<file path="src/rtl/weight_loader_pkg.sv">
// Shared types and default geometry for the weight RAM loader.
// The state enum is exported so checkers can bind to the loader's state register.
package weight_loader_pkg;

   typedef enum logic [1:0] {
      ST_IDLE   = 2'd0,
      ST_LOAD   = 2'd1,
      ST_VERIFY = 2'd2,
      ST_DONE   = 2'd3
   } state_t;

   localparam int ADDR_W_DEF = 7;
   localparam int DATA_W_DEF = 8;
   localparam int DEPTH_DEF  = 128;
   localparam int COUNT_W    = 8;

endpackage

</file>
<file path="src/rtl/weight_ram_loader_checksum_acc.sv">
// Modulo-2**DATA_W byte accumulator with synchronous clear.
// Used for both the load-side sum and the read-back sum.
module checksum_acc
   import weight_loader_pkg::*;
#(
   parameter int DATA_W = DATA_W_DEF
) (
   input  logic              clk,
   input  logic              reset,
   input  logic              clear,
   input  logic              add_en,
   input  logic [DATA_W-1:0] byte_in,
   output logic [DATA_W-1:0] sum
);

   always_ff @(posedge clk or negedge reset) begin
      if (!reset) begin
         sum <= '0;
      end else if (clear) begin
         sum <= '0;
      end else if (add_en) begin
         sum <= sum + byte_in;
      end
   end

endmodule

</file>
<file path="src/rtl/weight_ram_loader.sv">
// Streams count weight bytes into a RAM starting at base_addr, then reads them
// back and compares the read-back sum against the load sum.
module weight_ram_loader
   import weight_loader_pkg::*;
#(
   parameter int ADDR_W = ADDR_W_DEF,
   parameter int DATA_W = DATA_W_DEF,
   parameter int DEPTH  = DEPTH_DEF
) (
   input  logic               clk,
   input  logic               reset,
   input  logic               start,
   input  logic [ADDR_W-1:0]  base_addr,
   input  logic [COUNT_W-1:0] count,
   input  logic [DATA_W-1:0]  in_data,
   input  logic               in_valid,
   output logic               in_ready,
   output logic               ram_we,
   output logic [ADDR_W-1:0]  ram_addr,
   output logic [DATA_W-1:0]  ram_din,
   input  logic [DATA_W-1:0]  ram_dout,
   output logic               busy,
   output logic               done,
   output logic               err,
   output logic [DATA_W-1:0]  checksum
);

   localparam logic [COUNT_W:0] DEPTH_L = (COUNT_W+1)'(DEPTH);

   // Handshake: a beat transfers on every clock edge where in_valid and in_ready
   // are both high; in_ready never depends on in_valid, and in_valid may drop at
   // any time without losing state.

   state_t               state;
   logic [ADDR_W-1:0]    base_q;
   logic [COUNT_W-1:0]   cnt_q;
   logic [COUNT_W-1:0]   acc_cnt;
   logic [COUNT_W-1:0]   vcnt;
   logic [DATA_W-1:0]    ver_sum;
   logic [DATA_W-1:0]    ver_sum_next;
   logic                 beat;
   logic                 start_ok;
   logic                 count_too_big;
   logic                 ver_add;

   assign beat          = (state == ST_LOAD) && in_valid && in_ready;
   assign start_ok      = (state == ST_IDLE) && start;
   assign count_too_big = {1'b0, count} > DEPTH_L;
   // Read data lags its address by one cycle, so the first VERIFY cycle adds nothing.
   assign ver_add       = (state == ST_VERIFY) && (vcnt != '0);
   assign ver_sum_next  = ver_sum + ram_dout;

   checksum_acc #(.DATA_W(DATA_W)) u_load_sum (
      .clk     (clk),
      .reset   (reset),
      .clear   (start_ok),
      .add_en  (beat),
      .byte_in (in_data),
      .sum     (checksum)
   );

   checksum_acc #(.DATA_W(DATA_W)) u_verify_sum (
      .clk     (clk),
      .reset   (reset),
      .clear   (start_ok),
      .add_en  (ver_add),
      .byte_in (ram_dout),
      .sum     (ver_sum)
   );

   always_ff @(posedge clk or negedge reset) begin
      if (!reset) begin
         state    <= ST_IDLE;
         base_q   <= '0;
         cnt_q    <= '0;
         acc_cnt  <= '0;
         vcnt     <= '0;
         in_ready <= 1'b0;
         ram_we   <= 1'b0;
         ram_addr <= '0;
         ram_din  <= '0;
         busy     <= 1'b0;
         done     <= 1'b0;
         err      <= 1'b0;
      end else begin
         ram_we <= 1'b0;
         done   <= 1'b0;
         case (state)
            ST_IDLE: begin
               if (start) begin
                  base_q  <= base_addr;
                  cnt_q   <= count;
                  acc_cnt <= '0;
                  vcnt    <= '0;
                  busy    <= 1'b1;
                  if (count == '0) begin
                     state <= ST_DONE;
                     done  <= 1'b1;
                     err   <= 1'b0;
                  end else if (count_too_big) begin
                     state <= ST_DONE;
                     done  <= 1'b1;
                     err   <= 1'b1;
                  end else begin
                     state    <= ST_LOAD;
                     in_ready <= 1'b1;
                     err      <= 1'b0;
                  end
               end
            end
            ST_LOAD: begin
               if (beat) begin
                  ram_we   <= 1'b1;
                  ram_addr <= base_q + ADDR_W'(acc_cnt);
                  ram_din  <= in_data;
                  acc_cnt  <= acc_cnt + 1'b1;
                  if (acc_cnt == cnt_q - 1'b1) in_ready <= 1'b0;
               end else if (!in_ready) begin
                  // Final write is on the bus this cycle; present the first read address next.
                  state    <= ST_VERIFY;
                  ram_addr <= base_q;
               end
            end
            ST_VERIFY: begin
               vcnt <= vcnt + 1'b1;
               if ((vcnt + 1'b1) < cnt_q) ram_addr <= base_q + ADDR_W'(vcnt + 1'b1);
               if (vcnt == cnt_q) begin
                  err   <= (ver_sum_next != checksum);
                  state <= ST_DONE;
                  done  <= 1'b1;
               end
            end
            ST_DONE: begin
               state <= ST_IDLE;
               busy  <= 1'b0;
            end
            default: state <= ST_IDLE;
         endcase
      end
   end

endmodule

</file>
<file path="config.mk">
export PLATFORM = sky130hd
export DESIGN_NAME = weight_ram_loader
export DESIGN_NICKNAME = d
export VERILOG_FILES = /design/src/rtl/weight_loader_pkg.sv /design/src/rtl/weight_ram_loader_checksum_acc.sv /design/src/rtl/weight_ram_loader.sv
export SDC_FILE = /design/constraint.sdc
export NUM_CORES = 1
export LEC_CHECK = 0
export ABC_AREA = 1
export CORE_MARGIN = 2
export CORE_UTILIZATION = 40
export CTS_CLUSTER_SIZE = 8
export DETAILED_ROUTE_END_ITERATION = 6
export GPL_TIMING_DRIVEN = 0
export PLACE_DENSITY = 0.61
export SYNTH_ARGS = -nofsm -noshare
export SYNTH_HDL_FRONTEND = slang
export SYNTH_SLANG_ARGS = --single-unit
</file>
<file path="constraint.sdc">
create_clock -name clk -period 4.04 [get_ports clk]
set_clock_uncertainty 0.2 [all_clocks]
set_input_delay 0.808 -clock clk [delete_from_list [all_inputs] [get_ports clk]]
set_output_delay 0.808 -clock clk [all_outputs]
set_load 0.02 [all_outputs]
</file>
=== Word-level counts from Yosys, hierarchy flattened ===
Index checks and enable logic that the tools add are counted.

* $add $sub $neg: 7
* $lt $le $gt $ge: 2
* Eq/ne operators: 16
* Multiplexer cells: 38
* Reductions and logical operators: 22

{| class="wikitable"
|+ Operators by type and width
! kind !! number
|-
| $mux 8 || 6
|-
| $pmux 8 s2 || 2
|-
| $mux 7 || 3
|-
| $add 8x1->8 const B || 2
|-
| $add 8x8->8 || 2
|-
| $eq 8x8->1 || 2
|-
| $mux 1 || 15
|-
| $add 7x7->7 || 2
|-
| $pmux 7 s2 || 1
|-
| $mux 2 || 6
|-
| $ne 2x2->1 const B || 6
|-
| $reduce_bool 2->1 || 6
|-
| $reduce_and 3->1 || 3
|-
| $gt 8x8->1 const B || 1
|-
| $logic_not 8->1 || 1
|-
| $lt 8x8->1 || 1
|-
| $ne 8x8->1 || 1
|-
| $pmux 1 s2 || 4
|-
| $pmux 2 s4 || 1
|-
| $reduce_and 2->1 || 4
|-
| $reduce_bool 8->1 || 1
|-
| $sub 8x1->8 const B || 1
|-
| $ne 2x1->1 const B || 3
|-
| $reduce_and 6->1 || 1
|-
| 6 further kinds || 10
|}

* Flip-flop bits (word level): 69
* Input port bits: 35
* Output and inout port bits: 28
* Logic and storage cells: 99

=== Logic depth before layout (Yosys ltp) ===
* Depth after elaboration: 5
* Depth in mapped cells: 17
* Gate-level depth less buffers: 17

=== Hierarchy ===
A second synthesis with hierarchy kept.

* Cell total of the unflattened synthesis: 773
* Area, all modules: 5,442.7 um^2

{| class="wikitable"
|+ By module, submodules not included
! module !! times used !! cells each !! area an instance (um^2) !! sequential area each (um^2)
|-
| weight_ram_loader || 1 || 613 || 4,199.0 || 1,326.3
|-
| checksum_acc || 2 || 80 || 621.8 || 200.2
|}

=== Worst setup path before layout ===
No wires, ideal clock.

* Path kind: register -> register
* Start point: register vcnt[2]
* End point: register ram_addr[0]
* Library setup time: 133 ps
* Arrival time: 2,214 ps
* Data required time: 3,707 ps
* Slack: 1,493 ps
* Cell stages (with the launch flop): 17
* Path buffers: 1
* Period minus slack after synthesis: 2,547 ps
* Cells stage by stage: dfrtp_1 inv_2 nor3_2 nand3_1 nor3_2 xor2_1 inv_1 ha_1 nand2_1 nor2_1 a211oi_1 nand3_1 nand2_1 nand2_1 clkbuf_1 nand2_1 o21ai_0

* Word-level cells in the longest chain between the ends: 4

{| class="wikitable"
|+ Ends and longest elaborated chain
! item !! RTL line !! source
|-
| start, declared || weight_ram_loader.sv:38 || <nowiki>logic [COUNT_W-1:0] vcnt;</nowiki>
|-
| start signal, assigned || weight_ram_loader.sv:125 || <nowiki>vcnt <= vcnt + 1'b1;</nowiki>
|-
| $add 8x1->8 || - ||
|-
| $lt 8x8->1 || weight_ram_loader.sv:126 || <nowiki>if ((vcnt + 1'b1) < cnt_q) ram_addr <= base_q + ADDR_W'(vcnt + 1'b1);</nowiki>
|-
| $ne 2x1->1 (no source line) || - ||
|-
| $reduce_and 3->1 (no source line) || - ||
|-
| end signal, assigned || weight_ram_loader.sv:114 || <nowiki>ram_addr <= base_q + ADDR_W'(acc_cnt);</nowiki>
|-
| end signal, assigned || weight_ram_loader.sv:121 || <nowiki>ram_addr <= base_q;</nowiki>
|-
| end signal, assigned || weight_ram_loader.sv:126 ||
|-
| end, declared || weight_ram_loader.sv:19 || <nowiki>output logic [ADDR_W-1:0] ram_addr,</nowiki>
|}

Every way passes these cells.
A chain may end at the register's enable or synchronous reset.

=== Worst setup path after layout ===
Ends and elaborated chain as after synthesis.

==> flow_summary.json <==
{
  "antenna_left": 0,
  "nNetsFinal": 826,
  "postCtsSetupBuffers": 0,
  "numCtsBuffers": 9,
  "async_flop_share_pct": 100,
  "syn_to_final_growth_pct": 24.0,
  "core_area_um2": 12100,
  "htreeDepth": 3,
  "endpoint": "ram_addr[0]",
  "post-route-worst-setup-slack_ns": 1.04,
  "vias": 4643,
  "clk_pin_slew_worst_paths_ns": 0.05,
  "synth.avg_cell_area_um2": 7.44,
  "met3_usage_pct": 3.24,
  "synth_edf_count": 0,
  "synth-seq-cells": 69,
  "cts_root_buf": "clkbuf_16",
  "power.leakage_nw": 3.14,
  "power_density_nw_per_um2": 737,
  "cts_tree": "yes",
  "endpoint_kind": "flop",
  "holdWs_ns": 0.270,
  "r2r_end": "ram_addr[0]",
  "grt_use_met2_pct": 34.1,
  "status": "finished, final reports clean",
  "synth_ff_type": "dfrtp_1",
  "n_antenna_cell": 0,
  "hp-class": "in2async",
  "post-route-period-util_pct": 74.3,
  "cp.required_ns": 4.05,
  "setup_viol": 0,
  "die_x_um": 116,
  "syn_inst": 671,
  "grt_max_degree": 70,
  "start_util_pct": 41.2,
  "ys_warn_count": 0,
  "crit_path_start_kind": "flop",
  "setup.worst_path.class": "reg2reg",
  "max_freq_mhz": 333,
  "ios": 63,
  "cts.sinks": 69,
  "grt_busiest_layer": "met2",
  "ctsHoldBuffers": 0,
  "first_pass_iters": 5,
  "arrival_ns": 3.01,
  "final_common_cell": "nand2_1",
  "drcViolationCount": 0,
  "rsz0062_at_grt": "false",
  "syn_area_um2": 4990,
  "drive_gt1_share_pct": 5.87,
  "max-slew-margin-rel_pct": 49.4,
  "fin_crit_ns": 3.00,
  "rows": 40,
  "grt_util_all_layers_pct": 20.8,
  "drv_slew": 0,
  "synth_nets": 752,
  "ir_worst_vdd_mv": 0.284,
  "die_y_um": 116,
  "tightest_slew_ns": 0.756,
  "place_congestion": 0.867,
  "grt_overflow": 0,
  "grt_pass1_vias": 4467,
  "synth_seq_area_share_pct": 34.6,
  "first_iter_violations": 260,
  "reg2reg_from": "vcnt[2]",
  "die_area_um2": 13400,
  "hold_violations": 0,
  "ys_types": 40,
  "antenna_found_initial": 0,
  "crit_path_start": "vcnt[2]",
  "vias_per_cell": 5.06,
  "r2r_slack_ns": 1.04,
  "grt_util_met1_pct": 28.0,
  "mostFrequentLayoutCells": "nand2_1, inv_1, dfrtp_1",
  "dp_hpwl_um": 10100,
  "r2r_cells": 16,
  "port_buffers": 62,
  "clockBufferDepth": 2,
  "cp_max_fo": 10,
  "place_ws_ns": 0.806,
  "clock_latency_ns": 0.34,
  "post_drt_wl_per_cell_um": 14.4,
  "grt_pass1_wl_um": 21600,
  "wl_um": 13200,
  "cts_repair_resize_count": 0,
  "drv_cap": 0
}
[state kept, by name, indices dropped and copies added, names as in the netlist]
| register | count |
|---|---|
| vcnt | 8 |
| base_q | 7 |
| cnt_q | 8 |
| state | 2 |
| acc_cnt | 8 |
| done | 1 |
| busy | 1 |
| err | 1 |
| ram_we | 1 |
| ram_addr | 7 |
| u_load_sum.sum | 8 |
| in_ready | 1 |
| ram_din | 8 |
| u_verify_sum.sum | 8 |
[worst max-delay path: stages (launching register included)]
cell,delay (ns)
dfrtp_1,0.45
inv_2,0.08
nor3_2,0.22
nand3_1,0.18
nor3_2,0.18
xor2_1,0.22
inv_1,0.07
ha_1,0.29
nand2_1,0.09
nor2_1,0.05
a211oi_1,0.16
nand3_1,0.11
nand2_1,0.07
nand2_1,0.10
clkbuf_1,0.23
nand2_1,0.09
o21ai_0,0.07
[cell families after synthesis]
kind of cell	synth area share [%]
DFF	34.6
muxes	0.201
AOI/OAI and AO/OA	11.4
xor gates and xnor gates	5.36
and+or+nand+nor	28.1
adders and majority gates	12.1
buffers and inverters	8.20
[stage by stage]
step | utilization, % | std cells | instance area [µm²] | total power, mW | setup TNS [ns]
floorplan | - | 671 | 4990 | 2.86 | 0
global placement | 48.1 | 901 | 5820 | 3.59 | -35.91
detailed placement | 48.3 | 902 | 5850 | 3.65 | 0
CTS | 51.1 | 918 | 6190 | 4.59 | 0
global route | 51.1 | 918 | 6190 | 4.96 | 0
finish | 51.1 | 918 | 6190 | 4.56 | 0
[synth_stat cells, types with 6 or more instances]
library cell | count | share of area [%]
nand4_1 | 15 | 1.9
a21oi_1 | 28 | 2.8
nor3_1 | 6 | 0.60
dfrtp_1 | 69 | 35
nand3_1 | 42 | 4.2
nand2_1 | 197 | 15
o22ai_1 | 13 | 1.6
inv_1 | 88 | 6.6
xor2_1 | 20 | 3.5
ha_1 | 42 | 11
o21ai_0 | 49 | 4.9
xnor2_1 | 8 | 1.4
nor2_1 | 36 | 2.7
[cell type report]
class / instances / area, µm²
fill: 1230 / 5920
multi-input combinational: 497 / 2860
sequential: 69 / 1730
timing repair buffer: 63 / 646
inverter: 92 / 345
clock buffer: 12 / 246
tap: 168 / 210
clock inverter: 4 / 95.1
buffer: 13 / 63.8
[how the worst min path moves through the flow]
stage | start | to | slack (ns)
finish | reset | ram_addr[6] | 0.27
CTS | ram_din[7] | ram_din[7] | 0.27
global placement | ram_din[7] | ram_din[7] | 0.26
detailed placement | ram_din[7] | ram_din[7] | 0.26
floorplan | u_verify_sum.sum[0] | u_verify_sum.sum[0] | 0.26
global route | ram_din[7] | ram_din[7] | 0.29
[per-layer routing]
metal	share of wire, %	vias to the layer above
li1	-	2337
met1	47	2172
met2	46	116
met3	5.0	18
met4	1.8	0
met5	0	-
[power by group]
part,total (mW),switching (mW),internal (mW)
registers,1.21,0.267,0.945
clock network,0.917,0.298,0.619
logic,2.43,1.46,0.971
total,4.56,2.02,2.54
Power figures use the tool's default switching activity.
==> RTL change 1, RTL diff (config.mk and constraints unchanged) <==
Set the package constant `DATA_W_DEF` to 10 (it was 8).
--- a/src/rtl/weight_loader_pkg.sv
+++ b/src/rtl/weight_loader_pkg.sv
@@ -12,3 +12,3 @@
    localparam int ADDR_W_DEF = 7;
-   localparam int DATA_W_DEF = 8;
+   localparam int DATA_W_DEF = 10;
    localparam int DEPTH_DEF  = 128;
Ports: changed (resized checksum, in_data, ram_din and ram_dout); port bits go from 63 to 71. No check against the original RTL was run, so the function may have changed too.
==> RTL change 1 against the unedited design <==
Total power is 11% higher. Largest power group unchanged. Routed wire length up 12%. Cell area is 7.8% higher. Synthesized cell count grew 11%. Sequential cell count rose by 6. First-iteration DRC count grew 48%. Non-clock buffer count rose by 6. Highest routed layer unchanged. Combinational power rose by 16%. Worst setup slack got worse by 280 ps. Clock power down 2.3%. Area after synthesis grew 8.2%. Critical path type unchanged.
==> RTL change 1: results (changes against the unedited design) <==
- CP Max Fanout: 9 (-1)
- Final nets: 914 (+11%)
- Logic pwr share: 0.558 (+0.025)
- Iteration-0 DRC Markers: 385 (+48%)
- Sequential fraction of the synthesis area: 0.3475 (+0.001599)
- Port Buf Inserts: 70 (+13%)
- Yosys cell types: 38 (-5.0%)
- Wire length on met3: 625 um (-5.2%)
- Worst-path clk slew: 70 ps (+20 ps)
- Switching pwr: 2.383 mW (+18%)
- GRT Util Overall: 0.2165 (+0.008589)
- Final hold vios: 0 (unchanged)
- GP Congestion: 0.9271 (+7.0%)
- Run status: finished clean
- Metal-1 WL: 6.476 mm (+4.0%)
- Inst Count DP: 990 (+9.8%)
- Seq group: 1.34 mW (+11%)
- Detailed Route WL: 14.81 mm (+12%)
- Worst endpoint data arrival time: 3320 ps (+310 ps)
- Register area: 1877 sq um (+8.7%)
- Slew @ Worst Pin: 779.6 ps (+23.86 ps)
- Synth area leaders: dfrtp_1 35%, nand2_1 15%, ha_1 11%, inv_1 7.2%, nand3_1 6.5%
- Met3 GRT Util: 0.02972 (-0.002710)
- Share of cells above drive strength 1: 0.03735 (-0.02132)
- First-pass GRT wire length: 24.66 mm (+14%)
- Syn_area_per_cell: 7.270 sq um (-2.3%)
- LEAKAGE: 3.346 nW (+6.4%)
- Routing usage on met2: 0.3746 (+0.03390)
- Vias per cell: 5.153 (+1.9%)
- Maximum VDD drop: 0.3655 mV (+29%)
- Post-synth top cells: 216 x nand2_1, 104 x inv_1, 75 x dfrtp_1, 70 x nand3_1, 50 x o21ai_0
- WL met2: 7.226 mm (+19%)
## RTL change 1: cell count changes in the layout (fill, tap and decap cells not counted), sizes merged, moves of 4 or more
cell and delta:
nand3 +27, nand2 +18, inv +16, clkdlybuf4s50 +8
buf -6, dfrtp +6, a21oi +4, ha +4
nand4 -4, nor3 -4
## RTL change 1: per-stage QoR
stage          worst slack, ps  TNS [ps]  total power, mW
5_1_grt                  398.7         0            5.566
3_5_place_dp             629.3         0            4.174
4_1_cts                  762.3         0            5.095
2_1_floorplan             1394         0            3.245
3_3_place_gp            -787.3    -58680            4.102
6_report                 757.5         0            5.072
## RTL change 1: area by class of cell
| cell class | instances | area share |
|---|---|---|
| inverter | 105 | 0.05907 |
| clock inverter | 7 | 0.01500 |
| clock buffer | 9 | 0.03375 |
| multi-input combinational | 552 | 0.4628 |
| buffer | 11 | 0.006375 |
| sequential | 75 | 0.2813 |
| tap | 176 | 0.03300 |
| timing repair buffer | 71 | 0.1088 |
## RTL change 1: kinds of logic after synthesis
| logic type | after synthesis | share of synthesized area |
|---|---|---|
| AO/OA/AOI/OAI | 118 | 0.1239 |
| XOR/XNOR | 30 | 0.04864 |
| adder cells (fa/ha/maj) | 50 | 0.1214 |
| buffers and inverters | 116 | 0.08084 |
| flip-flops | 75 | 0.3475 |
| AND/OR/NAND/NOR | 354 | 0.2777 |
## RTL change 1: worst paths after layout
path | depth (start not counted) | to | start | slack [ps]
worst max-delay path | 17 | ram_addr[4] | vcnt[2] | 760
worst min register to register | 2 | ram_din[7] | ram_din[7] | 280
worst min-delay path | 1 | ram_din[9] | reset | 200
min in group clk | 2 | ram_din[7] | ram_din[7] | 280
max in group asynchronous | 2 | base_q[5] | reset | 2870
worst max register to register | 17 | ram_addr[4] | vcnt[2] | 760
==> RTL change 2, RTL diff (same flow settings) <==
Made on the original files. Reset style: synchronous (`reset`), changed in 2 clocked blocks.
--- a/src/rtl/weight_ram_loader_checksum_acc.sv
+++ b/src/rtl/weight_ram_loader_checksum_acc.sv
@@ -15,3 +15,3 @@
 
-   always_ff @(posedge clk or negedge reset) begin
+   always_ff @(posedge clk) begin
       if (!reset) begin
--- a/src/rtl/weight_ram_loader.sv
+++ b/src/rtl/weight_ram_loader.sv
@@ -70,3 +70,3 @@
 
-   always_ff @(posedge clk or negedge reset) begin
+   always_ff @(posedge clk) begin
       if (!reset) begin
Check against the original RTL: differs if reset is asserted again (counterexample within 4 cycles, from zero or initial values and one cycle with reset low); with reset held inactive, the same outputs for 4 cycles.
==> RTL change 2 against the unedited design <==
Die area down 5.5%. Total power down 34%. Count of clock-buffer cells in the layout down 2. Area after synthesis down 5.7%. Critical path type unchanged. Global-route usage up 0.89 points. Highest routed layer unchanged. Sequential cell count unchanged. Routed wire length up 0.18%. Worst setup slack worse by 150 ps. Sequential power down 24%. Cell area down 6.6%. Clock power down 15%. Critical path depth down 4. Via count down 0.88%.
==> RTL change 2: results (changes against the unedited design) <==
- Cells after Synth: 682 (+1.6%)
- Inst Count DP: 886 (-1.8%)
- Post-synth top cells: 150 x nand2_1, 89 x inv_1, 74 x a21oi_1, 69 x dfxtp_1, 50 x o21ai_0
- First-pass GRT wire length: 21.76 mm (+0.51%)
- Routed via count: 4602 (-0.88%)
- Slew @ Worst Pin: 650.3 ps (-105.5 ps)
- Share of cells above drive strength 1: 0.05277 (-0.005896)
- LEAKAGE: 2.664 nW (-15%)
- Maximum VDD drop: 0.2570 mV (-9.6%)
- Iteration-0 DRC Markers: 334 (+28%)
- Pin count of the biggest net entering global routing: 12 (-83%)
- Synth area leaders: dfxtp_1 29%, nand2_1 12%, ha_1 11%, a21oi_1 7.9%, inv_1 7.1%
- Hold Path Class: flip-flop to flip-flop
- R2r worst-path depth: 12 (-4)
- Fraction of registers with async set or reset after synthesis: 0 (-1.000)
- R2R Setup Slk: 890 ps (-150 ps)
- Min Hold Slack: 268.6 ps (-1.100 ps)
- Area grow syn2layout: 22.74%
- Run status: finished clean
- Dpl ws: 782.5 ps (-23.54 ps)
- Final nets: 835 (+1.1%)
- Synth Flop Type: dfxtp_1
- Yosys cell types: 41 (+2.5%)
- Worst setup path startpoint: vcnt[0]
- Post-DP HPWL: 10.28 mm (+1.5%)
- R2r endpoint: ram_addr[6]
- CP Max Fanout: 8 (-2)
- GRT Util Overall: 0.2168 (+0.008936)
- GP Congestion: 0.8733 (+0.76%)
- Vias in the first global route: 4539 (+1.6%)
- Port Buf Inserts: 61 (-1.6%)
- Worst endpoint data arrival time: 3190 ps (+180 ps)
## RTL change 2: metal layers
layer,routed length [um],GRT usage,vias up
met3,528,0.04212,25
met2,6156,0.3663,115
met4,365,0.09512,0
li1,-,-,2395
met5,0,0,-
met1,6171,0.2691,2067
## RTL change 2: final cells by class
cell class,instances,area (sq um)
timing repair buffer,61,610.6
sequential,69,1381
clock buffer,10,229.0
inverter,96,360.3
tap,143,178.9
clock inverter,5,52.55
buffer,16,66.31
fill,1157,5687
multi-input combinational,501,2902
## RTL change 2: where the power goes
part	leakage [nW]	switching, mW	internal [mW]
clock network	0.138	0.310	0.471
logic	1.96	0.818	0.490
registers	0.562	0.118	0.802
total	2.66	1.25	1.76
## RTL change 2: worst max-delay path, cell delays in order (launching register included)
cell	delay, ps
dfxtp_1	410
inv_1	140
nor3_2	250
nand3_1	140
nor3_1	200
xor2_1	220
ha_1	280
a21oi_1	150
o2111ai_1	240
a21boi_1	530
nand3_1	150
nand2_1	90
inv_1	30
## RTL change 2: how the worst max path moves through the flow
stage | cells past startpoint | slack (ps) | endpoint
5_1_grt | 14 | 580 | ram_addr[6]
3_3_place_gp | 12 | 780 | err
3_5_place_dp | 12 | 780 | err
6_report | 12 | 890 | ram_addr[6]
2_1_floorplan | 12 | 1480 | ram_addr[6]
4_1_cts | 12 | 870 | ram_addr[6]
## RTL change 2: cell families after synthesis
logic type      synth area share
compound gates            0.1732
buf+inv                  0.09060
simple gates              0.2511
fa+ha+maj                 0.1286
xor+xnor                 0.06323
flops                     0.2933
